$ cat config.mk
export PLATFORM = sky130hd
export DESIGN_NAME = iic_target
export DESIGN_NICKNAME = d
export VERILOG_FILES = /design/src/rtl/iic_target.sv
export SDC_FILE = /design/constraint.sdc
export NUM_CORES = 2
export LEC_CHECK = 0
export BUFFER_PORTS_ARGS = -buffer_cell sky130_fd_sc_hd__buf_2
export CORE_MARGIN = 3
export CORE_UTILIZATION = 38
export DETAILED_ROUTE_END_ITERATION = 12
export PLACE_DENSITY_LB_ADDON = 0.15
export SYNTH_ARGS = -nofsm -noshare
export SYNTH_HDL_FRONTEND = slang
export SYNTH_SLANG_ARGS = --single-unit
$ cat constraint.sdc
create_clock -name clock -period 6.46 [get_ports clock]
set_clock_uncertainty 0.1 [all_clocks]
set_input_delay 1.938 -clock clock [delete_from_list [all_inputs] [get_ports clock]]
set_output_delay 1.938 -clock clock [all_outputs]
set_load 0.03 [all_outputs]
$ cat src/rtl/iic_target.sv
// IIC target modelling the DVI encoder register file: write strobes, side read port.
// Build option: define IIC_TARGET_READ_EN to ACK and serve R/W=1 transfers (RDATA/MACK states).
module iic_target #(
    parameter logic [6:0] DEV_ADDR = 7'h76,
    parameter int         REG_AW   = 7
) (
    input  logic              clock,
    input  logic              reset,
    input  logic              scl,
    input  logic              sda_i,
    output logic              sda_oe,
    output logic              wr_valid,
    output logic [REG_AW-1:0] wr_addr,
    output logic [7:0]        wr_data,
    output logic              busy,
    input  logic [REG_AW-1:0] dbg_addr,
    output logic [7:0]        dbg_data
);

    localparam int NREG = 32'd1 << REG_AW;
    localparam logic [REG_AW-1:0] PTR_ONE  = {{(REG_AW-1){1'b0}}, 1'b1};
    localparam logic [REG_AW-1:0] PTR_ZERO = {REG_AW{1'b0}};

    typedef enum logic [3:0] {
        ST_IDLE   = 4'd0,
        ST_ADDR   = 4'd1,
        ST_ACK_A  = 4'd2,
        ST_SUB    = 4'd3,
        ST_ACK_S  = 4'd4,
        ST_WDATA  = 4'd5,
        ST_ACK_W  = 4'd6,
        ST_RDATA  = 4'd7,
        ST_MACK   = 4'd8,
        ST_IGNORE = 4'd9
    } state_t;

    logic scl_meta_r, scl_sync_r, scl_dly_r;
    logic sda_meta_r, sda_sync_r, sda_dly_r;
    logic scl_rise_s, scl_fall_s, start_s, stop_s, byte_done_s;

    state_t            state_r, state_s, addr_next_s, ack_exit_s;
    logic [2:0]        bit_cnt_r, bit_cnt_s;
    logic [6:0]        shift_r, shift_s;
    logic [7:0]        byte_s;
    logic [REG_AW-1:0] ptr_r, ptr_s;
    logic              sda_oe_r, sda_oe_s;
    logic              busy_r, busy_s;
    logic              wr_valid_r, wr_valid_s;
    logic [REG_AW-1:0] wr_addr_r, wr_addr_s;
    logic [7:0]        wr_data_r, wr_data_s;
    logic              reg_we_s;
    logic [7:0]        regs_r [NREG];
    logic [7:0]        dbg_data_r;
`ifdef IIC_TARGET_READ_EN
    logic              rw_r, rw_s;
    logic [6:0]        tx_r, tx_s;
    logic [7:0]        rd_byte_s;
`endif

    // Two-flop synchronizers plus one delay stage; reset to the idle bus level.
    always_ff @(posedge clock) begin
        if (reset) begin
            scl_meta_r <= 1'b1;
            scl_sync_r <= 1'b1;
            scl_dly_r  <= 1'b1;
            sda_meta_r <= 1'b1;
            sda_sync_r <= 1'b1;
            sda_dly_r  <= 1'b1;
        end else begin
            scl_meta_r <= scl;
            scl_sync_r <= scl_meta_r;
            scl_dly_r  <= scl_sync_r;
            sda_meta_r <= sda_i;
            sda_sync_r <= sda_meta_r;
            sda_dly_r  <= sda_sync_r;
        end
    end

    assign scl_rise_s  = scl_sync_r & ~scl_dly_r;
    assign scl_fall_s  = ~scl_sync_r & scl_dly_r;
    assign start_s     = scl_sync_r & scl_dly_r & sda_dly_r & ~sda_sync_r;
    assign stop_s      = scl_sync_r & scl_dly_r & ~sda_dly_r & sda_sync_r;
    assign byte_s      = {shift_r, sda_sync_r};
    assign byte_done_s = scl_rise_s & (bit_cnt_r == 3'd7);
`ifdef IIC_TARGET_READ_EN
    assign rd_byte_s   = regs_r[ptr_r];
`endif

    // Next-state and datapath logic; bus conditions override bit processing.
    always_comb begin
        state_s     = state_r;
        bit_cnt_s   = bit_cnt_r;
        shift_s     = shift_r;
        ptr_s       = ptr_r;
        sda_oe_s    = sda_oe_r;
        busy_s      = busy_r;
        wr_valid_s  = 1'b0;
        wr_addr_s   = wr_addr_r;
        wr_data_s   = wr_data_r;
        reg_we_s    = 1'b0;
        addr_next_s = ST_IGNORE;
        ack_exit_s  = ST_WDATA;
`ifdef IIC_TARGET_READ_EN
        rw_s        = rw_r;
        tx_s        = tx_r;
`endif

        if (byte_s[7:1] == DEV_ADDR) begin
`ifdef IIC_TARGET_READ_EN
            addr_next_s = ST_ACK_A;
`else
            // Reads are not served in this build, so they are left un-ACKed.
            if (byte_s[0] == 1'b0) begin
                addr_next_s = ST_ACK_A;
            end else begin
                addr_next_s = ST_IGNORE;
            end
`endif
        end else begin
            addr_next_s = ST_IGNORE;
        end

        if (state_r == ST_ACK_A) begin
`ifdef IIC_TARGET_READ_EN
            if (rw_r) begin
                ack_exit_s = ST_RDATA;
            end else begin
                ack_exit_s = ST_SUB;
            end
`else
            ack_exit_s = ST_SUB;
`endif
        end else begin
            ack_exit_s = ST_WDATA;
        end

        if (stop_s) begin
            state_s   = ST_IDLE;
            bit_cnt_s = 3'd0;
            sda_oe_s  = 1'b0;
            busy_s    = 1'b0;
        end else if (start_s) begin
            state_s   = ST_ADDR;
            bit_cnt_s = 3'd0;
            sda_oe_s  = 1'b0;
            busy_s    = 1'b1;
        end else begin
            case (state_r)
                ST_IDLE: begin
                    state_s = ST_IDLE;
                end
                ST_ADDR, ST_SUB, ST_WDATA: begin
                    if (scl_rise_s) begin
                        shift_s   = byte_s[6:0];
                        bit_cnt_s = bit_cnt_r + 3'd1;
                    end else begin
                        shift_s   = shift_r;
                    end
                    if (byte_done_s) begin
                        case (state_r)
                            ST_ADDR: begin
                                state_s = addr_next_s;
`ifdef IIC_TARGET_READ_EN
                                rw_s    = byte_s[0];
`endif
                            end
                            ST_SUB: begin
                                ptr_s   = byte_s[REG_AW-1:0];
                                state_s = ST_ACK_S;
                            end
                            ST_WDATA: begin
                                reg_we_s   = 1'b1;
                                wr_valid_s = 1'b1;
                                wr_addr_s  = ptr_r;
                                wr_data_s  = byte_s;
                                ptr_s      = ptr_r + PTR_ONE;
                                state_s    = ST_ACK_W;
                            end
                            default: begin
                                state_s = ST_IDLE;
                            end
                        endcase
                    end else begin
                        state_s = state_r;
                    end
                end
                ST_ACK_A, ST_ACK_S, ST_ACK_W: begin
                    // sda_oe doubles as the phase flag: first fall drives, second fall exits.
                    if (scl_fall_s && sda_oe_r) begin
                        state_s  = ack_exit_s;
                        sda_oe_s = 1'b0;
`ifdef IIC_TARGET_READ_EN
                        if (ack_exit_s == ST_RDATA) begin
                            tx_s     = rd_byte_s[6:0];
                            sda_oe_s = ~rd_byte_s[7];
                        end else begin
                            tx_s     = tx_r;
                        end
`endif
                    end else if (scl_fall_s) begin
                        sda_oe_s = 1'b1;
                    end else begin
                        sda_oe_s = sda_oe_r;
                    end
                end
`ifdef IIC_TARGET_READ_EN
                ST_RDATA: begin
                    if (scl_rise_s) begin
                        bit_cnt_s = bit_cnt_r + 3'd1;
                        if (bit_cnt_r == 3'd7) begin
                            ptr_s   = ptr_r + PTR_ONE;
                            state_s = ST_MACK;
                        end else begin
                            state_s = ST_RDATA;
                        end
                    end else if (scl_fall_s) begin
                        sda_oe_s = ~tx_r[6];
                        tx_s     = {tx_r[5:0], 1'b0};
                    end else begin
                        sda_oe_s = sda_oe_r;
                    end
                end
                ST_MACK: begin
                    // bit_cnt==1 marks that the master's ACK has been sampled.
                    if (scl_fall_s) begin
                        if (bit_cnt_r == 3'd1) begin
                            tx_s      = rd_byte_s[6:0];
                            sda_oe_s  = ~rd_byte_s[7];
                            bit_cnt_s = 3'd0;
                            state_s   = ST_RDATA;
                        end else begin
                            sda_oe_s  = 1'b0;
                        end
                    end else if (scl_rise_s) begin
                        if (sda_sync_r) begin
                            state_s   = ST_IGNORE;
                        end else begin
                            bit_cnt_s = 3'd1;
                        end
                    end else begin
                        state_s = ST_MACK;
                    end
                end
`endif
                ST_IGNORE: begin
                    sda_oe_s = 1'b0;
                end
                default: begin
                    state_s  = ST_IDLE;
                    sda_oe_s = 1'b0;
                end
            endcase
        end
    end

    // FSM and output registers.
    always_ff @(posedge clock) begin
        if (reset) begin
            state_r    <= ST_IDLE;
            bit_cnt_r  <= 3'd0;
            shift_r    <= 7'd0;
            ptr_r      <= PTR_ZERO;
            sda_oe_r   <= 1'b0;
            busy_r     <= 1'b0;
            wr_valid_r <= 1'b0;
            wr_addr_r  <= PTR_ZERO;
            wr_data_r  <= 8'h00;
`ifdef IIC_TARGET_READ_EN
            rw_r       <= 1'b0;
            tx_r       <= 7'd0;
`endif
        end else begin
            state_r    <= state_s;
            bit_cnt_r  <= bit_cnt_s;
            shift_r    <= shift_s;
            ptr_r      <= ptr_s;
            sda_oe_r   <= sda_oe_s;
            busy_r     <= busy_s;
            wr_valid_r <= wr_valid_s;
            wr_addr_r  <= wr_addr_s;
            wr_data_r  <= wr_data_s;
`ifdef IIC_TARGET_READ_EN
            rw_r       <= rw_s;
            tx_r       <= tx_s;
`endif
        end
    end

    // Register file and registered side read port (old data on same-cycle write).
    always_ff @(posedge clock) begin
        if (reset) begin
            for (int i = 0; i < NREG; i++) begin
                regs_r[i] <= 8'h00;
            end
            dbg_data_r <= 8'h00;
        end else begin
            if (reg_we_s) begin
                regs_r[ptr_r] <= wr_data_s;
            end
            dbg_data_r <= regs_r[dbg_addr];
        end
    end

    assign sda_oe   = sda_oe_r;
    assign wr_valid = wr_valid_r;
    assign wr_addr  = wr_addr_r;
    assign wr_data  = wr_data_r;
    assign busy     = busy_r;
    assign dbg_data = dbg_data_r;

endmodule

Word level (Yosys, flattened, before mapping)
Memory sizes are Yosys's and may differ from the RTL's. A register that Yosys moved wholly into a read port is not among the register bits.
Cells that the tools add are included.
{ "totals": {"wordCells": 96, "mem_bits_rw": 1024, "in_bits": 11, "regBits": 45, "out_inout_bits": 26, "mem_count": 1} }
{ "classes": {"n_bitwise": 16, "n_eq_ne": 15, "muxes": 30, "reduce_logical": 16, "n_addsub": 2} }
{ "memory_table": {"columns": ["memory", "words", "width", "read_ports", "rd_ports_with_merged_regs", "write_ports", "line", "source"], "rows": [
  ["regs_r", 128, 8, 1, 1, 128, "52", "logic [7:0] regs_r [NREG];"]
]} }
{ "op_table": {"columns": ["cell", "count"], "rows": [
  ["8-bit 2-to-1 mux", 6],
  ["4-bit case mux with 3 select lines", 2],
  ["4-bit 2-to-1 mux", 4],
  ["1-bit 2-to-1 mux", 14],
  ["7-bit case mux with 2 select lines", 1],
  ["4-bit by 3-bit equality test with 1-bit output (second input constant)", 3],
  ["5-bit AND reduction", 2],
  ["3-bit != test (second input constant)", 3],
  ["3-bit OR reduction", 3],
  ["1-bit bitwise AND", 8],
  ["4-bit by 2-bit equality test with 1-bit output (second input constant)", 2],
  ["1-bit NOT", 8],
  ["8-bit OR reduction", 1],
  ["7-bit by 1-bit adder with 7-bit output (second input constant)", 1],
  ["7-bit equality test (second input constant)", 1],
  ["7-bit 2-to-1 mux", 1],
  ["2-bit != test (second input constant)", 3],
  ["3-bit AND reduction", 2],
  ["4-bit by 1-bit equality test with 1-bit output (second input constant)", 1],
  ["4-bit equality test (second input constant)", 1],
  ["4-bit logical NOT", 1],
  ["2-bit AND reduction", 2],
  ["4-bit AND reduction", 1],
  ["4-bit OR reduction", 1],
  ["7 further kinds", 7]
]} }

Logic depth before layout (Yosys ltp)
{ "logic_depth": {"ltp_word": 12, "depth_mapped": 10, "ltp_nobuf": 8} }

Worst setup path before layout
Ideal clock, no wire load.
{ "synth_path": {"path_kind": "input to register", "from": "input port reset", "to": "memory regs_r[0][0] (enable)", "stages": 10, "setup_slack_ns": 2.166, "t_required_ns": 6.030, "path_buffers": 4, "arrival_ns": 3.864, "cell_sequence": "clkbuf_1 > clkinv_1 > o21ai_0 > clkbuf_1 > or3_1 > clkbuf_1 > nor3_4 > buf_4 > nand2_2 > nand2_1"} }
{ "synth_rtl": {"columns": ["item", "line", "source"], "rows": [
  ["from (decl)", "8", "input logic reset,"],
  ["to (decl)", "52", null]
]} }

==> reports/metrics.yaml <==
status: "finished clean"
dr.pass1.iters: 6
path_cells: "buf_8 > buf_12 > buf_4 > mux4_2 > and3_1 > a31oi_1 > nand4_1 > nor3_1 > o211ai_1"
syn_nets: 3393
setup_viol_count_final: 0
crit_arrival_ns: 5.04
power_mw: 15.55
ys.flop_type: "edfxtp_1"
reg2regPathDepth: 8
synthCells: 3379
port_buffers: 36
clockRootBuffer: "clkbuf_16"
powerDensity_nw_per_um2: 296.9
initial_utilization: 0.3860
ant_nets: 0
place_congestion: 0.8542
numCtsBuffers: 116
antenna_found_initial: 8
crit_required_ns: 6.92
synth_seq_area_share: 0.6816
grt_first_pass_wirelength_mm: 196.8
hold_violations: 0
holdPathStages: 1
rows: 127
core_sq_um: 120900
synth-seq-cells: 1077
syn_avg_cell_area_sq_um: 13.81
cpPeakStageDelay_ns: 0.59
netlist_area_sq_um: 46670
yosys_warnings: 0
cts_sinks: 1077
peakVddDrop_uv: 205.6
layout_commonest_cell: "nor2_1"
die_area_sq_um: 127100
pin_count: 37
dieHeight_um: 356.5
maxSlewViolCount: 0
multiInputGateArea_sq_um: 13930
grt_overflow_total: 0
htree_num_levels: 3
cts_resized: 0
postCtsHoldBufs: 0
cts_setup_buffers: 0
max_slew_margin: 0.08603
drive_gt1_frac: 0.1778
tritoncts: "done"
cts_max_path_buffers: 3
worstSetupPathType: "input pin to flop"
syn2layout_area_growth_pct: 12.22
viasPerCell: 5.637
synth_async_sr_flop_share: 0
path_clk_slew_ns: 0.06
max_cap_viol_count: 0
rsz0062_at_grt: "false"
num_vias: 28460
finalSetupTns_ns: 0
gr-usage-all-layers: 0.2125
leakage_nw: 16.21
clock_latency_ns: 0.70
layout_min_cycle_time_ns: 4.582
drc_errors: 0
synthDistinctLibCells: 56
wl_per_cell_um: 26.76
crit_fanout: 54
dp_hpwl_mm: 85.83
routed_wl_mm: 135.1
grt_max_degree: 130
utilization: 0.4331
fmax_mhz: 218.2
synth_edf_count: 1024
fin_crit_sh: 0.7093
drtIter0Drc: 3153
nets: 3355
regArea_sq_um: 31810
cp_slowest_cell: "nor3_1"
tightest_slew_ns: 1.371
layout_common_cells: "nor2_1 (1089), edfxtp_1 (1024), mux4_2 (256), nand2_1 (247), clkbuf_16 (118)"
first_global_vias: 28526
min_path_type: "flop to flop"
endpoint_kind: "flop"
die_w_um: 356.5
cp-start-kind: "input pin"
n_fill_cell: 10745
worst paths after layout:
path          startpoint  slack, ns             to
max          dbg_addr[0]       1.88    dbg_data[2]
min           scl_meta_r       0.32     scl_sync_r
max reg2reg   state_r[2]       2.27  regs_r[60][1]
min reg2reg   scl_meta_r       0.32     scl_sync_r
sequential cells by signal (all words and copies together), names as in the netlist:
signal      count
ptr_r           7
state_r         4
scl_dly_r       1
wr_valid        1
sda_oe          1
scl_meta_r      1
wr_data         8
sda_sync_r      1
sda_meta_r      1
wr_addr         7
shift_r         7
dbg_data        8
regs_r       1024
scl_sync_r      1
busy            1
bit_cnt_r       3
sda_dly_r       1
where the power goes:
group          switching, mW  internal, mW
registers              0.146          7.97
logic                  0.505         0.332
clock network           2.71          3.89
total                   3.37          12.2
cells by family (layout without fill, tap and decap cells):
kind of cell,Yosys count,count (layout),share of synthesized area
other cells,0,1,0
flops,1077,1077,0.6816
simple gates,1580,1580,0.1391
compound gates,145,145,0.01995
fa+ha+maj,3,3,0.0008043
mux,308,308,0.1348
buf+inv,263,320,0.02324
xor+xnor,3,3,0.0005631
worst max-delay path: cells and delay by family:
family,cells,cell delay (ns)
buffers and inverters,3,1.13
AO/OA/AOI/OAI,2,0.34
AND/OR/NAND/NOR,3,1.05
multiplexers,1,0.55
stage by stage:
step / area [sq um] / setup WS, ns / cells / hold WS, ns
after floorplan: 46670 / 2.166 / 3379 / 0.2895
after global placement: 48610 / 1.081 / 4835 / 0.2934
after detailed placement: 48610 / 1.055 / 4835 / 0.3012
after CTS: 52370 / 1.795 / 5048 / 0.3204
after global routing: 52370 / 1.669 / 5048 / 0.3367
final: 52380 / 1.878 / 5049 / 0.3184
Yosys cell counts, types with 7 or more instances:
cell,count,area share
edfxtp_1,1024,0.66
a32oi_1,7,0.0013
and3_1,23,0.0031
dfxtp_1,53,0.023
nand3_1,72,0.0077
clkbuf_1,181,0.015
mux2i_1,49,0.011
or2_2,8,0.0011
nor3_1,16,0.0017
nand2_1,247,0.020
nand2b_1,12,0.0016
o22ai_1,17,0.0023
a31oi_1,27,0.0036
mux4_2,256,0.12
buf_1,26,0.0021
o21ai_0,40,0.0043
a221oi_1,16,0.0030
a21oi_1,15,0.0016
nand4_1,25,0.0034
nor2_1,1091,0.088
nand2_2,49,0.0066
buf_2,45,0.0048
final cells by class:
class	instances	area share
inverter	4	0.0003344
clock buffer	144	0.05824
sequential	1077	0.6073
antenna	1	0.00004778
clock inverter	69	0.01357
multi-input combinational	2039	0.2659
timing repair buffer	103	0.01605
tap	1612	0.03851
metal layers:
layer | GRT usage | wire [um] | share of wire | vias up
met5 | 0 | 58 | 0.00043 | -
met4 | 0.06943 | 4105 | 0.030 | 10
met3 | 0.05526 | 12760 | 0.094 | 200
met2 | 0.3276 | 61580 | 0.46 | 1323
met1 | 0.2947 | 56590 | 0.42 | 14617
li1 | - | - | - | 12310
(Power assumes the default switching activity.)
